File: src/rtl/difference_decoder.sv
// ============================================================================
// difference_decoder : rebuilds mask +/- difference values and streams them.
// Optional clamp of out-of-range results: DIFF_DECODER_OVF_CLAMP_EN. Rev 1.0
// ============================================================================
`default_nettype none

module difference_decoder (
    input  logic       CLK,
    input  logic       RST_N,
    input  logic       wr_en,
    input  logic [2:0] wr_addr,
    input  logic [7:0] wr_diff,
    input  logic       wr_neg,
    input  logic       start,
    input  logic [2:0] start_addr,
    input  logic [2:0] count,
    input  logic       out_ready,
    output logic       out_valid,
    output logic [2:0] out_index,
    output logic [7:0] out_number,
    output logic       out_ovf,
    output logic       busy,
    output logic       done
);

    typedef enum logic [1:0] {
        IDLE    = 2'd0,
        FETCH   = 2'd1,
        PRESENT = 2'd2,
        DONE    = 2'd3
    } state_t;

    state_t     state_q, state_d;
    logic [2:0] cur_addr_q, cur_addr_d;
    logic [3:0] remaining_q, remaining_d;
    logic       out_valid_q, out_valid_d;
    logic [2:0] out_index_q, out_index_d;
    logic [7:0] out_number_q, out_number_d;
    logic       out_ovf_q, out_ovf_d;
    logic       done_q, done_d;
    logic [8:0] entry_q [8];

    logic [8:0] rd_entry_w;
    logic [7:0] mask_w;
    logic [7:0] number_w;
    logic       ovf_w;

    assign rd_entry_w = entry_q[cur_addr_q];

    always_comb begin
        mask_w = 8'h00;
        case (cur_addr_q)
            3'd0: mask_w = 8'h00;
            3'd1: mask_w = 8'h55;
            3'd2: mask_w = 8'hAA;
            3'd3: mask_w = 8'h33;
            3'd4: mask_w = 8'hCC;
            3'd5: mask_w = 8'h0F;
            3'd6: mask_w = 8'hF0;
            3'd7: mask_w = 8'hFF;
            default: mask_w = 8'h00;
        endcase
    end

`ifdef DIFF_DECODER_OVF_CLAMP_EN
    // Two guard bits: bit 9 flags a negative result, bit 8 a result above FF.
    logic [9:0] sum_w;

    always_comb begin
        if (rd_entry_w[8]) begin
            sum_w = {2'b00, mask_w} - {2'b00, rd_entry_w[7:0]};
        end else begin
            sum_w = {2'b00, mask_w} + {2'b00, rd_entry_w[7:0]};
        end
        number_w = sum_w[7:0];
        ovf_w    = 1'b0;
        if (sum_w[9]) begin
            number_w = 8'h00;
            ovf_w    = 1'b1;
        end else if (sum_w[8]) begin
            number_w = 8'hFF;
            ovf_w    = 1'b1;
        end
    end
`else
    always_comb begin
        if (rd_entry_w[8]) begin
            number_w = mask_w - rd_entry_w[7:0];
        end else begin
            number_w = mask_w + rd_entry_w[7:0];
        end
        ovf_w = 1'b0;
    end
`endif

    always_ff @(posedge CLK or negedge RST_N) begin
        if (!RST_N) begin
            for (int i = 0; i < 8; i++) begin
                entry_q[i] <= 9'h000;
            end
        end else if (wr_en) begin
            entry_q[wr_addr] <= {wr_neg, wr_diff};
        end
    end

    always_ff @(posedge CLK or negedge RST_N) begin
        if (!RST_N) begin
            state_q      <= IDLE;
            cur_addr_q   <= 3'd0;
            remaining_q  <= 4'd0;
            out_valid_q  <= 1'b0;
            out_index_q  <= 3'd0;
            out_number_q <= 8'h00;
            out_ovf_q    <= 1'b0;
            done_q       <= 1'b0;
        end else begin
            state_q      <= state_d;
            cur_addr_q   <= cur_addr_d;
            remaining_q  <= remaining_d;
            out_valid_q  <= out_valid_d;
            out_index_q  <= out_index_d;
            out_number_q <= out_number_d;
            out_ovf_q    <= out_ovf_d;
            done_q       <= done_d;
        end
    end

    always_comb begin
        state_d      = state_q;
        cur_addr_d   = cur_addr_q;
        remaining_d  = remaining_q;
        out_valid_d  = out_valid_q;
        out_index_d  = out_index_q;
        out_number_d = out_number_q;
        out_ovf_d    = out_ovf_q;
        done_d       = 1'b0;
        case (state_q)
            IDLE: begin
                if (start) begin
                    cur_addr_d  = start_addr;
                    remaining_d = (count == 3'd0) ? 4'd8 : {1'b0, count};
                    state_d     = FETCH;
                end
            end
            FETCH: begin
                out_valid_d  = 1'b1;
                out_index_d  = cur_addr_q;
                out_number_d = number_w;
                out_ovf_d    = ovf_w;
                state_d      = PRESENT;
            end
            PRESENT: begin
                if (out_valid_q && out_ready) begin
                    out_valid_d = 1'b0;
                    if (remaining_q == 4'd1) begin
                        done_d  = 1'b1;
                        state_d = DONE;
                    end else begin
                        remaining_d = remaining_q - 4'd1;
                        cur_addr_d  = cur_addr_q + 3'd1;
                        state_d     = FETCH;
                    end
                end
            end
            DONE: begin
                state_d = IDLE;
            end
            default: begin
                state_d = IDLE;
            end
        endcase
    end

    assign out_valid  = out_valid_q;
    assign out_index  = out_index_q;
    assign out_number = out_number_q;
    assign out_ovf    = out_ovf_q;
    assign done       = done_q;
    assign busy       = (state_q != IDLE);

endmodule

`default_nettype wire

File: config.mk
export PLATFORM = sky130hd
export DESIGN_NAME = difference_decoder
export DESIGN_NICKNAME = d
export VERILOG_FILES = /design/src/rtl/difference_decoder.sv
export SDC_FILE = /design/constraint.sdc
export NUM_CORES = 1
export LEC_CHECK = 0
export CAP_MARGIN = 30
export CORE_UTILIZATION = 57
export DETAILED_ROUTE_END_ITERATION = 10
export DONT_BUFFER_PORTS = 1
export PLACE_DENSITY = 0.72
export SLEW_MARGIN = 20
export SYNTH_ARGS = -nofsm -noshare
export SYNTH_HDL_FRONTEND = slang
export SYNTH_SLANG_ARGS = --single-unit
File: constraint.sdc
create_clock -name CLK -period 3.42 [get_ports CLK]
set_input_delay 0.342 -clock CLK [delete_from_list [all_inputs] [get_ports CLK]]
set_output_delay 0.342 -clock CLK [all_outputs]
set_load 0.03 [all_outputs]
## Yosys cells after proc, flatten, opt, wreduce, memory -nomap -nowiden

Memories as Yosys holds them, arrays and structs flattened.
Cells that the tools add are included.

- Bits in registers: 94
- ROM bits: 64
- Output and inout port bits: 15
- Word-level logic and storage cells: 67
- Memories: 1

- Add/sub/neg operators: 4
- $lt $le $gt $ge: 3
- Equal/unequal tests: 7
- Mux-type cells: 25
- Bitwise gates (word level): 2
- Reduce and logical (&&, ||, !) cells: 10

Memory list:

| name | depth | width | read ports | clocked after memory_dff | write ports | line | RTL |
|---|---|---|---|---|---|---|---|
| (no name shown) | 8 | 8 | 1 | 0 | 0 | 52 | `case (cur_addr_q)` |

Operator list:

| kind | number |
|---|---|
| bitwise mux 72 bit | 1 |
| binary-select mux 9 bit (select 3 bit) | 1 |
| demux 9 bit (select 3 bit) | 1 |
| two-way mux 9 bit | 3 |
| two-way mux 4 bit | 4 |
| two-way mux 3 bit | 3 |
| adder 8 bit | 1 |
| >= comparator 4 bit, second input constant | 2 |
| two-way mux 8 bit | 1 |
| NOT 3 -> 4 bit | 2 |
| one-hot mux 2 bit (4 select lines) | 1 |
| one-hot mux 4 bit (2 select lines) | 1 |
| subtractor 8 bit | 1 |
| two-way mux 2 bit | 3 |
| inequality test 2 bit, second input constant | 3 |
| one-hot mux 3 bit (2 select lines) | 1 |
| nonzero test 2 bit | 3 |
| equality test 2 bit, second input constant | 2 |
| equality test 4 x 1 -> 1 bit, second input constant | 1 |
| < comparator 4 x 1 -> 1 bit, second input constant | 1 |
| two-way mux 1 bit | 4 |
| AND reduction 2 bit | 2 |
| AND reduction 4 bit | 1 |
| subtractor 4 x 1 -> 4 bit, second input constant | 1 |
| other kinds (6) | 7 |

## Logic depth before layout (Yosys ltp)

Gate-level depths: netlist of run 1.

- Word-level depth: 6
- Mapped depth: 18
- Depth with buffers taken out: 16

## Worst setup path before layout of run 1

No wires, ideal clock.

- Path type: register to register
- From: register cur_addr_q[2]
- To: register out_number_q[7], in the netlist out_number[7]
- Library setup time: 126 ps
- Arrival: 3175 ps
- Path slack: 119 ps
- Cell stages (with the launch flop): 18
- Path through: dfrtp_1 > clkbuf_1 > inv_2 > clkbuf_1 > nand2_1 > and2_1 > ha_1 > nor2_1 > a21oi_1 > inv_1 > ha_1 > nor2b_1 > o21ai_0 > a21boi_0 > o21ai_0 > a21o_1 > a21oi_1 > a221o_1

- Cells in the longest elaborated chain, start to end: 6

RTL lines:

| element | line | RTL |
|---|---|---|
| start, declared | 34 | `logic [2:0] cur_addr_q, cur_addr_d;` |
| start signal, assigned | 118 | `cur_addr_q <= cur_addr_d;` |
| NOT 3 -> 4 bit (not written as such) | 48 | `assign rd_entry_w = entry_q[cur_addr_q];` |
| binary-select mux 9 bit (select 3 bit) | 48 |  |
| two-way mux 9 bit (not written as such) (2 in series) | 48 |  |
| adder 8 bit or subtractor 8 bit (tied branches) | 90, 88 |  |
| two-way mux 8 bit (*) | 87 | `if (rd_entry_w[8]) begin` |
| end signal, assigned | 122 | `out_number_q <= out_number_d;` |
| end, declared | 38 | `logic [7:0] out_number_q, out_number_d;` |

Every way passes the cells marked *; elsewhere a longest branch is shown, timed or not. The select of a mux whose other input is x is not followed.
A chain may end at the register's enable or synchronous reset.

## Worst setup path after layout of run 1

- From: register cur_addr_q[0]
- To: register out_number_q[7], in the netlist out_number[7]

The elaborated chain is that of the path after synthesis.

==> results of run 1 <==
-- state kept, by name (all words and copies together) (netlist names) --
name,flops
out_index,3
out_valid,1
cur_addr_q,3
state_q,2
entry_q,72
out_number,8
remaining_q,4
done,1
-- final cells by class --
| type | count | area [um^2] | share of cell area [%] |
|---|---|---|---|
| inverter | 12 | 45.0 | 0.849 |
| clock buffer | 12 | 155 | 2.93 |
| clock inverter | 3 | 43.8 | 0.826 |
| tap | 105 | 131 | 2.48 |
| sequential | 94 | 2350 | 44.4 |
| multi-input combinational | 261 | 2380 | 44.9 |
| timing repair buffer | 23 | 195 | 3.68 |
-- per-stage QoR --
step	TNS (ns)	utilization [%]	total power, W
4_1_cts	0	64.0	0.00545
2_1_floorplan	0	-	0.00402
6_report	0	64.2	0.00549
5_1_grt	-0.0905	64.2	0.00595
3_5_place_dp	-0.0393	61.2	0.00467
3_3_place_gp	0	61.2	0.00456
-- synth_stat cells, types with 3 or more instances --
library cell,count
sky130_fd_sc_hd__mux4_2,18
sky130_fd_sc_hd__a21oi_1,14
sky130_fd_sc_hd__ha_1,13
sky130_fd_sc_hd__xnor2_1,4
sky130_fd_sc_hd__dfrtp_1,94
sky130_fd_sc_hd__nor3_1,7
sky130_fd_sc_hd__nand3_1,4
sky130_fd_sc_hd__nand2b_1,7
sky130_fd_sc_hd__nand2_1,30
sky130_fd_sc_hd__o21ai_0,23
sky130_fd_sc_hd__mux2i_1,6
sky130_fd_sc_hd__clkbuf_1,14
sky130_fd_sc_hd__xor2_1,8
sky130_fd_sc_hd__inv_1,10
sky130_fd_sc_hd__nor3b_1,4
sky130_fd_sc_hd__nand4b_1,3
sky130_fd_sc_hd__mux2_2,70
sky130_fd_sc_hd__nor2_1,16
-- power breakdown --
group,switching [W],total [W],internal [W]
Clock,0.000377,0.000752,0.000375
Sequential,0.000360,0.00178,0.00142
Combinational,0.00148,0.00295,0.00148
-- per-layer routing --
metal	vias up	global-route usage (%)	part of all wire, %
met5	-	0	0
met4	0	9.62	1.8
met3	13	4.75	3.6
met2	63	40.6	50
met1	1545	30.7	45
li1	1431	-	-
-- worst max-delay path by stage --
stage	slack [ns]	endpoint	startpoint	depth (start not counted)
after CTS	0.06	out_number[7]$_DFFE_PN0P_	cur_addr_q[0]$_DFFE_PN0P_	15
after global routing	-0.06	out_number[6]$_DFFE_PN0P_	cur_addr_q[0]$_DFFE_PN0P_	15
after global placement	0.02	out_number[7]$_DFFE_PN0P_	cur_addr_q[0]$_DFFE_PN0P_	15
after floorplan	0.12	out_number[7]$_DFFE_PN0P_	cur_addr_q[2]$_DFFE_PN0P_	17
final	0.20	out_number[7]$_DFFE_PN0P_	cur_addr_q[0]$_DFFE_PN0P_	12
after detailed placement	-0.04	out_number[7]$_DFFE_PN0P_	cur_addr_q[0]$_DFFE_PN0P_	15
-- cells by family after synthesis --
kind of cell               after synthesis  share of synthesized area, %
AOI/OAI and AO/OA                       55                          7.76
adders and majority gates               14                          3.75
xor gates and xnor gates                13                          2.49
other                                    1                        0.0770
and+or+nand+nor                         82                          8.43
muxes                                   96                          26.2
DFF                                     94                          48.3
buffers and inverters                   32                          2.98
-- worst reg2reg max path, cell delays in order (launching register included) --
cell and delay [ns]:
sky130_fd_sc_hd__dfrtp_2 0.49, sky130_fd_sc_hd__buf_4 0.15, sky130_fd_sc_hd__mux4_2 0.52, sky130_fd_sc_hd__or4_4 0.45, sky130_fd_sc_hd__o41ai_4 0.07, sky130_fd_sc_hd__nor2_1 0.09, sky130_fd_sc_hd__xor2_1 0.16, sky130_fd_sc_hd__ha_1 0.31
sky130_fd_sc_hd__a21boi_2 0.18, sky130_fd_sc_hd__o21ai_1 0.09, sky130_fd_sc_hd__a21o_1 0.19, sky130_fd_sc_hd__nor4bb_1 0.13, sky130_fd_sc_hd__a221o_1 0.28
-- repair_timing --
item                                   in CTS  in global routing
buffers inserted                            0                  1
setup endpoints to repair                   1                  2
endpoints found under the hold margin      94                  0
resized for setup                           1                  5
hold buffers                                2                  0
==> out/qor.txt, run 1 <==
STA
-------------------------------------------------------------------------------------
Worst clock skew .......................................................    0.0106 ns
Period utilization .....................................................        94.2%
Transition time of the tightest slew-check pin .........................     0.721 ns
Worst slew margin ......................................................        51.7%
Fmax ...................................................................      310 MHz
Worst path setup slack after routing ...................................     0.199 ns
Setup repair after global routing missed its margin ....................         true
Final hold vios ........................................................            0
Worst Hold Slack .......................................................     0.109 ns
Final setup vio count ..................................................            0
Count of final max-slew check failures .................................            0
Final min period .......................................................      3.22 ns

WORST SETUP PATH
-------------------------------------------------------------------------------------
Largest delay share family, worst path ................................. compound AO/OA/AOI/OAI gates
R2r setup slk ..........................................................      0.20 ns
Startpoint of the worst-slack reg-to-reg timing path ................... cur_addr_q[0]$_DFFE_PN0P_
Ordered list of cells on the worst path ................................ buf_4 > mux4_2 > or4_4 > o41ai_4 > nor2_1 > xor2_1 > ha_1 > a21boi_2 > o21ai_1 > a21o_1 > nor4bb_1 > a221o_1
Type of the setup path with the least slack ............................ flip-flop to flip-flop
Maximum net fanout on the critical path ................................            8
Required time of the critical path .....................................      3.66 ns
R2R cell count .........................................................           12
Critical path endpoint category ........................................    flip-flop
Worst flop-to-flop path endpoint ....................................... out_number[7]$_DFFE_PN0P_
Highest-delay cell along the critical path ............................. sky130_fd_sc_hd__mux4_2
Data arrival time of the critical path .................................      3.47 ns
CP Buf/Inv Count .......................................................            1
Biggest cell delay along the critical path .............................      0.52 ns
Crit start category ....................................................    flip-flop

YOSYS
-------------------------------------------------------------------------------------
Mapped Area ............................................................    4870 um^2
Share of async-settable or async-resettable flops after synthesis ......         100%
Flops & latches, synth .................................................           94
Top-area cell type share of the netlist area ...........................        48.3%
Share of synthesized area occupied by flip-flops and latches ...........        48.3%
Post-synthesis cell type count .........................................           51
Cell taking the most area after synthesis .............................. sky130_fd_sc_hd__dfrtp_1
Total nets after synthesis .............................................          424
Count of yosys warnings during synthesis ...............................            0
Commonest register cell after synthesis ................................ sky130_fd_sc_hd__dfrtp_1
Post-synthesis cell count ..............................................          387
Avg Synthesized Cell Area ..............................................    12.6 um^2
Cell types with the largest area share after synthesis ................. sky130_fd_sc_hd__dfrtp_1, sky130_fd_sc_hd__mux2_2, sky130_fd_sc_hd__mux4_2
Number of enable-type register cells in the synthesized netlist ........            0

ROUTE
-------------------------------------------------------------------------------------
Initial DRC count ......................................................          139
DRT Pass-1 Iters .......................................................            4
Final routed DRC violation total .......................................            0
DRT Wirelength .........................................................      9.77 mm
Vias after detailed routing ............................................         3052
Via count normalized by instance count .................................         5.98
Post-route antenna net violation count .................................            0
WL/cell ................................................................      19.1 um

GLOBAL ROUTING
-------------------------------------------------------------------------------------
Aggregate global routing overflow ......................................            0
Total routing resource utilization after global routing ................        24.1%
First-pass GRT wire length .............................................      15.9 mm
Antenna violations before repair .......................................            0
Via count of the first global-routing pass .............................         3190
Maximum number of pins on one net before global-route repair ...........           95

POWER
-------------------------------------------------------------------------------------
Worst-case vdd ir drop .................................................     0.428 mV
Static leakage .........................................................      2.32 nW
Ratio of total power to cell area ...................................... 1030 nW/um^2

PLACED DESIGN
-------------------------------------------------------------------------------------
Cell area after placement ..............................................    5050 um^2
Dpl hpwl ...............................................................      6.72 mm
Pre-CTS setup slack ....................................................   -0.0393 ns
Dpl cells ..............................................................          492
Gp weighted congestion .................................................        0.788
Port Buf Inserts .......................................................            0

LAYOUT
-------------------------------------------------------------------------------------
Fraction of final layout cells sized beyond drive strength 1 ...........        33.1%
Layout net count .......................................................          438
Area growth from synthesis to final layout .............................        8.92%
Final instance area ....................................................    5300 um^2
Final cell count without fillers .......................................          510
Antenna diode count ....................................................            0
Filler instances .......................................................          622
Most frequent standard cell in the layout excluding fill and tap cells . sky130_fd_sc_hd__dfrtp_1
Commonest non-fill, non-tap cells in the layout ........................ sky130_fd_sc_hd__dfrtp_1, sky130_fd_sc_hd__mux2_2, sky130_fd_sc_hd__nand2_1, sky130_fd_sc_hd__o21ai_0, sky130_fd_sc_hd__buf_4

FLOORPLANNING
-------------------------------------------------------------------------------------
I/O Pins ...............................................................           38
Total die area .........................................................    8920 um^2
Die X ..................................................................      94.4 um
Die outline height .....................................................      94.4 um
Cell row count .........................................................           33
Placeable core region ..................................................    8260 um^2
Effective utilization at floorplan .....................................        59.0%

CLOCKING
-------------------------------------------------------------------------------------
Later-pin clock latency in the skew report .............................      0.36 ns
Cell at the root of the clock tree ..................................... sky130_fd_sc_hd__clkbuf_8
Clock tree from TritonCTS ..............................................        built
Num CTS Buffers ........................................................            9
CTS HTree Levels .......................................................            3
Register clock-pin slew on the reported worst setup and hold paths .....      0.09 ns
Maximum count of clock buffers along a single path .....................            2
Clk sinks ..............................................................           94

WORST HOLD PATH
-------------------------------------------------------------------------------------
Worst hold path cell count .............................................            1
Worst hold path type ................................................... input port to flip-flop
Hold Path Origin .......................................................   wr_diff[6]
Hold-critical path endpoint ............................................ entry_q[69]$_DFFE_PN0P_

RUN STATUS
-------------------------------------------------------------------------------------
Outcome ................................................................ complete, no violations

RUN
-------------------------------------------------------------------------------------
Max-cap violations .....................................................            0

Power figures use the tool's default switching activity.
==> run 2, diff against run 1 <==
- CORE_UTILIZATION: 57 -> 60
- CTS_BUF_LIST: default -> sky130_fd_sc_hd__clkbuf_4
- PLACE_DENSITY: 0.72 -> 0.76
- SETUP_SLACK_MARGIN: default -> 0.1
==> run 2 against run 1 <==
Against the previous run: sequential share of layout area is 1.1 points lower; power is 6.6% higher; worst hold slack worse by 0.086 ns; non-clock buffer count is 11 higher; largest power group unchanged.
==> out/qor.txt, run 2 (synthesis gave the netlist of run 1 again) <==
RUN STATUS
-------------------------------------------------------------------------------------
Outcome ................................................................ complete, no violations

FLOORPLANNING
-------------------------------------------------------------------------------------
I/O Pins ...............................................................           38   unchanged
Die X ..................................................................      92.1 um   -2.5%
Total die area .........................................................    8480 um^2   -4.9%
Effective utilization at floorplan .....................................        62.4%   +3.4 points
Die outline height .....................................................      92.1 um   -2.5%
Placeable core region ..................................................    7810 um^2   -5.5%
Cell row count .........................................................           32   -3.0%

PLACED DESIGN
-------------------------------------------------------------------------------------
Pre-CTS setup slack ....................................................   -0.0882 ns   -0.0489 ns
Port Buf Inserts .......................................................            0   unchanged
Dpl hpwl ...............................................................      6.63 mm   -1.3%
Gp weighted congestion .................................................        0.787   -0.11%
Cell area after placement ..............................................    5050 um^2   about the same

LAYOUT
-------------------------------------------------------------------------------------
Antenna diode count ....................................................            0   unchanged
Area growth from synthesis to final layout .............................        11.6%
Fraction of final layout cells sized beyond drive strength 1 ...........        36.7%   +3.6 points
Top register by number of flip-flops ...................................      entry_q
Number of flip-flops under the largest register name ...................           72   unchanged
Commonest non-fill, non-tap cells in the layout ........................ sky130_fd_sc_hd__dfrtp_1, sky130_fd_sc_hd__mux2_2, sky130_fd_sc_hd__nand2_1, sky130_fd_sc_hd__buf_4, sky130_fd_sc_hd__o21ai_0
Final instance area ....................................................    5440 um^2   +2.5%
Post-route core utilization ............................................        69.6%   +5.4 points
Layout net count .......................................................          449   +2.5%
Most frequent standard cell in the layout excluding fill and tap cells . sky130_fd_sc_hd__dfrtp_1

GLOBAL ROUTING
-------------------------------------------------------------------------------------
Maximum number of pins on one net before global-route repair ...........           95   unchanged
Total routing resource utilization after global routing ................        24.9%   +0.77 points
Via count of the first global-routing pass .............................         3258   +2.1%
First-pass GRT wire length .............................................      16.1 mm   +1.2%
Aggregate global routing overflow ......................................            0   unchanged
Antenna violations before repair .......................................            0   unchanged

CLOCKING
-------------------------------------------------------------------------------------
Num CTS Buffers ........................................................            9   unchanged
Clk sinks ..............................................................           94   unchanged
Later-pin clock latency in the skew report .............................      0.45 ns   +0.09 ns
Clock tree from TritonCTS ..............................................        built
Cell at the root of the clock tree ..................................... sky130_fd_sc_hd__clkbuf_4
CTS HTree Levels .......................................................            3   unchanged
Maximum count of clock buffers along a single path .....................            2   unchanged
Register clock-pin slew on the reported worst setup and hold paths .....      0.16 ns   +0.07 ns

WORST SETUP PATH
-------------------------------------------------------------------------------------
Type of the setup path with the least slack ............................ flip-flop to flip-flop
Depth of the critical timing path with buffers and inverters included ..           12   unchanged
Critical path endpoint category ........................................    flip-flop
R2R cell count .........................................................           12   unchanged
Maximum net fanout on the critical path ................................            4   -4
Highest-delay cell along the critical path ............................. sky130_fd_sc_hd__or4_4
Crit start category ....................................................    flip-flop
Data arrival time of the critical path .................................      3.62 ns   +0.15 ns
Largest delay share family, worst path ................................. simple AND/OR/NAND/NOR gates
Required time of the critical path .....................................      3.78 ns   +0.12 ns
CP Buf/Inv Count .......................................................            2   +1
Biggest cell delay along the critical path .............................      0.54 ns   +0.02 ns
Ordered list of cells on the worst path ................................ buf_12 > mux4_2 > or4_4 > o41ai_4 > buf_4 > a21oi_1 > xor2_1 > ha_1 > nand2_1 > a21o_1 > nor4bb_2 > a221o_1

POWER
-------------------------------------------------------------------------------------
Ratio of total power to cell area ...................................... 1080 nW/um^2   +4.0%
Overall power after layout .............................................    0.00585 W   +6.6%
Static leakage .........................................................      2.37 nW   +2.2%
Worst-case vdd ir drop .................................................     0.524 mV   +22%

STA
-------------------------------------------------------------------------------------
Period utilization .....................................................        95.4%   +1.3 points
Worst path setup slack after routing ...................................     0.156 ns   -0.0429 ns
Setup repair after global routing missed its margin ....................         true
Count of final max-slew check failures .................................            0   unchanged
Fmax ...................................................................      306 MHz   -1.3%
Final min period .......................................................      3.26 ns   +0.0429 ns
Worst clock skew .......................................................    0.0139 ns   +0.00335 ns
Worst Hold Slack .......................................................    0.0233 ns   -0.0856 ns
Worst slew margin ......................................................        49.9%   -1.8 points
Transition time of the tightest slew-check pin .........................     0.752 ns   +0.0312 ns
Final setup vio count ..................................................            0   unchanged
Final hold vios ........................................................            0   unchanged

ROUTE
-------------------------------------------------------------------------------------
Via count normalized by instance count .................................         6.03   +0.68%
Vias after detailed routing ............................................         3127   +2.5%
WL/cell ................................................................      18.7 um   -2.5%
Final routed DRC violation total .......................................            0   unchanged
DRT Pass-1 Iters .......................................................            4   unchanged
DRT Wirelength .........................................................      9.69 mm   -0.77%
Post-route antenna net violation count .................................            0   unchanged
Initial DRC count ......................................................          161   +16%

WORST HOLD PATH
-------------------------------------------------------------------------------------
Worst hold path cell count .............................................            1   unchanged
Worst hold path type ................................................... input port to flip-flop

RUN
-------------------------------------------------------------------------------------
Max-cap violations .....................................................            0   unchanged

## run 2: timing repair
action / in CTS / in global routing
gates cloned: 0 / 0
hold buffers: 5 / 3
setup endpoints to repair: 3 / 3
pin swaps: 0 / 10
hold endpoints to repair: 97 / 8
buffers inserted: 1 / 4
resized for setup: 4 / 20
## run 2: stage by stage
stage / TNS [ns] / instances
after floorplan: 0 / 387
after global placement: 0 / 490
after detailed placement: -0.0882 / 490
after CTS: 0 / 512
after global routing: 0 / 519
final: 0 / 519
## run 2: power breakdown
group          switching (W)  total (W)  internal [W]  leakage, nW
registers           0.000364    0.00179       0.00142         1.14
logic                0.00161    0.00335       0.00174         1.14
clock network       0.000407   0.000715      0.000308       0.0891
## run 2: layout make-up
cell class	instances	area, um^2
tap	102	128
sequential	94	2350
inverter	12	45.0
timing repair buffer	34	317
clock buffer	9	67.6
multi-input combinational	261	2420
fill	565	2370
clock inverter	7	105
## run 2: worst paths after layout
kind | start | to | slack (ns)
setup / recovery | cur_addr_q[0]$_DFFE_PN0P_ | out_number[7]$_DFFE_PN0P_ | 0.16
hold / removal | wr_diff[4] | entry_q[40]$_DFFE_PN0P_ | 0.02
setup reg to reg | cur_addr_q[0]$_DFFE_PN0P_ | out_number[7]$_DFFE_PN0P_ | 0.16
hold reg to reg | entry_q[69]$_DFFE_PN0P_ | entry_q[69]$_DFFE_PN0P_ | 0.52
max in group asynchronous | RST_N | entry_q[3]$_DFFE_PN0P_ | 2.59
min in group asynchronous | RST_N | out_number[7]$_DFFE_PN0P_ | 0.46
## run 2: metal layers
metal  share of wire [%]  global-route usage, %  vias up
met2                  49                   41.2       63
met5                   0                      0        -
met3                 2.9                   5.06       17
met4                 1.9                   7.94        0
li1                    -                      -     1460
met1                  46                   33.1     1587
==> run 3, diff against run 2 <==
- CORE_ASPECT_RATIO: default -> 0.5
==> run 3 against run 2 <==
Against the previous run: count of clock-buffer cells in the layout rose by 2; sequential power is essentially flat; final cell count up 1.9%; combinational power grew 6.0%; design area decreased by 0.60%; largest power group unchanged; clock skew decreased by 0.0071 ns; non-clock buffer count is 4 higher; die area rose by 0.26%; register-to-register slack got worse by 0.05 ns; clock power fell by 25%; sequential cell count stayed put; critical path depth did not move.
==> out/qor.txt, run 3 (synthesis gave the netlist of run 1 again) <==
STA
-------------------------------------------------------------------------------------
Final setup vio count ..................................................            0   unchanged
Worst path setup slack after routing ...................................     0.102 ns   -0.0545 ns
Worst clock skew .......................................................   0.00677 ns   -0.00714 ns
Final hold vios ........................................................            0   unchanged
Transition time of the tightest slew-check pin .........................     0.815 ns   +0.0633 ns
Period utilization .....................................................        97.0%   +1.6 points
Fmax ...................................................................      301 MHz   -1.6%
Count of final max-slew check failures .................................            0   unchanged
Final min period .......................................................      3.32 ns   +0.0545 ns
Setup repair after global routing missed its margin ....................         true
Worst slew margin ......................................................        45.4%   -4.5 points

WORST SETUP PATH
-------------------------------------------------------------------------------------
Data arrival time of the critical path .................................      3.67 ns   +0.05 ns
Largest delay share family, worst path ................................. compound AO/OA/AOI/OAI gates
Crit start category ....................................................    flip-flop
CP Buf/Inv Count .......................................................            1   -1
Biggest cell delay along the critical path .............................      0.52 ns   -0.02 ns
Critical path endpoint category ........................................    flip-flop
Required time of the critical path .....................................      3.78 ns   about the same
Highest-delay cell along the critical path ............................. sky130_fd_sc_hd__mux4_2
Type of the setup path with the least slack ............................ flip-flop to flip-flop
Maximum net fanout on the critical path ................................            7   +3
Ordered list of cells on the worst path ................................ buf_6 > mux4_2 > or4_4 > o41ai_4 > nor2_1 > xor2_1 > ha_1 > a21boi_4 > o21ai_2 > a21o_1 > nor4bb_1 > a221o_1

POWER
-------------------------------------------------------------------------------------
Worst-case vdd ir drop .................................................     0.697 mV   +33%
Sequential Power Share .................................................        30.6%   about the same
Net Sw Power ...........................................................    0.00253 W   +6.3%
Overall power after layout .............................................    0.00588 W   +0.64%
Switching fraction of total power ......................................        43.0%   +2.3 points
Int Pwr ................................................................    0.00335 W   -3.3%
Power share of the combinational group .................................        60.3%   +3.1 points
Ratio of total power to cell area ...................................... 1090 nW/um^2   +1.2%
Power share of the clock group .........................................         9.1%   -3.1 points
Static leakage .........................................................      2.36 nW   -0.33%

PLACED DESIGN
-------------------------------------------------------------------------------------
Dpl cells ..............................................................          494   +0.82%
Pre-CTS setup slack ....................................................    -0.219 ns   -0.131 ns
Gp weighted congestion .................................................        0.882   +12%
Port Buf Inserts .......................................................            0   unchanged
Dpl hpwl ...............................................................      7.23 mm   +9.1%

ROUTE
-------------------------------------------------------------------------------------
Via count normalized by instance count .................................         6.13   +1.8%
Initial DRC count ......................................................          217   +35%
Vias after detailed routing ............................................         3244   +3.7%
DRT Pass-1 Iters .......................................................            4   unchanged
DRT Wirelength .........................................................      10.7 mm   +11%
Final routed DRC violation total .......................................            0   unchanged
WL/cell ................................................................      20.2 um   +8.4%
Post-route antenna net violation count .................................            0   unchanged

GLOBAL ROUTING
-------------------------------------------------------------------------------------
Via count of the first global-routing pass .............................         3406   +4.5%
Maximum number of pins on one net before global-route repair ...........           95   unchanged
Total routing resource utilization after global routing ................        28.1%   +3.2 points
Aggregate global routing overflow ......................................            0   unchanged
First-pass GRT wire length .............................................      17.2 mm   +6.7%
Antenna violations before repair .......................................            0   unchanged

FLOORPLANNING
-------------------------------------------------------------------------------------
Effective utilization at floorplan .....................................        64.1%   +1.7 points
Placeable core region ..................................................    7600 um^2   -2.7%
Die outline height .....................................................      65.7 um   -29%
Cell row count .........................................................           22   -31%
I/O Pins ...............................................................           38   unchanged
Total die area .........................................................    8500 um^2   +0.26%
Die X ..................................................................       129 um   +41%

LAYOUT
-------------------------------------------------------------------------------------
Fraction of final layout cells sized beyond drive strength 1 ...........        34.9%   -1.8 points
Number of flip-flops under the largest register name ...................           72   unchanged
Filler instances .......................................................          521   -7.8%
Final cell count without fillers .......................................          529   +1.9%
Area growth from synthesis to final layout .............................        11.0%
Sequential Area ........................................................    2350 um^2   about the same
Top register by number of flip-flops ...................................      entry_q
Most frequent standard cell in the layout excluding fill and tap cells . sky130_fd_sc_hd__dfrtp_1
Total area of multi-input combinational cells ..........................    2410 um^2   -0.31%
Layout net count .......................................................          453   +0.89%
Post-route core utilization ............................................        71.1%   +1.5 points
Commonest non-fill, non-tap cells in the layout ........................ sky130_fd_sc_hd__dfrtp_1, sky130_fd_sc_hd__mux2_2, sky130_fd_sc_hd__nand2_1, sky130_fd_sc_hd__buf_4, sky130_fd_sc_hd__o21ai_0
Antenna diode count ....................................................            0   unchanged

WORST HOLD PATH
-------------------------------------------------------------------------------------
Worst hold path type ................................................... input port to flip-flop

RUN STATUS
-------------------------------------------------------------------------------------
Outcome ................................................................ complete, no violations

CLOCKING
-------------------------------------------------------------------------------------
Maximum count of clock buffers along a single path .....................            2   unchanged
Clock tree from TritonCTS ..............................................        built
Register clock-pin slew on the reported worst setup and hold paths .....      0.14 ns   -0.02 ns
Clk sinks ..............................................................           94   unchanged
Later-pin clock latency in the skew report .............................      0.46 ns   about the same
Num CTS Buffers ........................................................            9   unchanged
Cell at the root of the clock tree ..................................... sky130_fd_sc_hd__clkbuf_4
CTS HTree Levels .......................................................            3   unchanged

RUN
-------------------------------------------------------------------------------------
Max-cap violations .....................................................            0   unchanged

[run 3: layer usage]
metal / routed length, um / track usage [%]
met1: 4530 / 36.5
met2: 5060 / 44.5
met3: 965 / 8.55
met4: 153 / 11.2
met5: 0 / 0
[run 3: power groups by stage]
stage | sequential (W) | combinational (W) | clock, W
2_1_floorplan | 0.00172 | 0.00231 | 0
3_3_place_gp | 0.00180 | 0.00287 | 0
3_5_place_dp | 0.00182 | 0.00303 | 0
4_1_cts | 0.00179 | 0.00313 | 0.000551
5_1_grt | 0.00184 | 0.00385 | 0.000600
6_report | 0.00180 | 0.00355 | 0.000537
[run 3: worst paths after layout]
check                                          startpoint                    endpoint  slack [ns]  cells after the start
worst max register to register  cur_addr_q[0]$_DFFE_PN0P_   out_number[7]$_DFFE_PN0P_        0.10                     12
worst min register to register     entry_q[5]$_DFFE_PN0P_      entry_q[5]$_DFFE_PN0P_        0.52                      1
max in group asynchronous                           RST_N  remaining_q[2]$_DFFE_PN0P_        2.54                      2
worst max-delay path            cur_addr_q[0]$_DFFE_PN0P_   out_number[7]$_DFFE_PN0P_        0.10                     12
worst min-delay path                           wr_diff[0]     entry_q[18]$_DFFE_PN0P_        0.02                      1
min in group asynchronous                           RST_N     entry_q[21]$_DFFE_PN0P_        0.49                      2
[run 3: layout make-up]
type	instances	area share [%]
tap	108	2.50
clock buffer	11	1.53
sequential	94	43.6
multi-input combinational	261	44.6
inverter	12	0.834
clock inverter	5	0.648
timing repair buffer	38	6.30
[run 3: worst register-to-register path: cells and delay by family (launching register included)]
family	cells	cell delay [ns]
and+or+nand+nor	3	0.70
muxes	1	0.52
xor gates and xnor gates	1	0.17
adders and majority gates	1	0.35
AOI/OAI and AO/OA	5	0.86
buffers and inverters	1	0.14
DFF	1	0.51
[run 3: what timing repair did]
action	in CTS	in global routing
hold endpoints to repair	97	29
pin swaps	0	2
gates resized for setup	6	9
setup endpoints to repair	3	2
setup buffers	1	5
hold buffers	5	7
[run 3: stage by stage]
stage	hold slack [ns]	TNS (ns)	area [um^2]
after detailed placement	0.0490	-0.250	5050
after global routing	0.0000660	-0.0137	5400
after floorplan	0.0464	0	4870
after CTS	0.000170	0	5250
after global placement	0.0488	0	5050
final	0.0210	0	5400
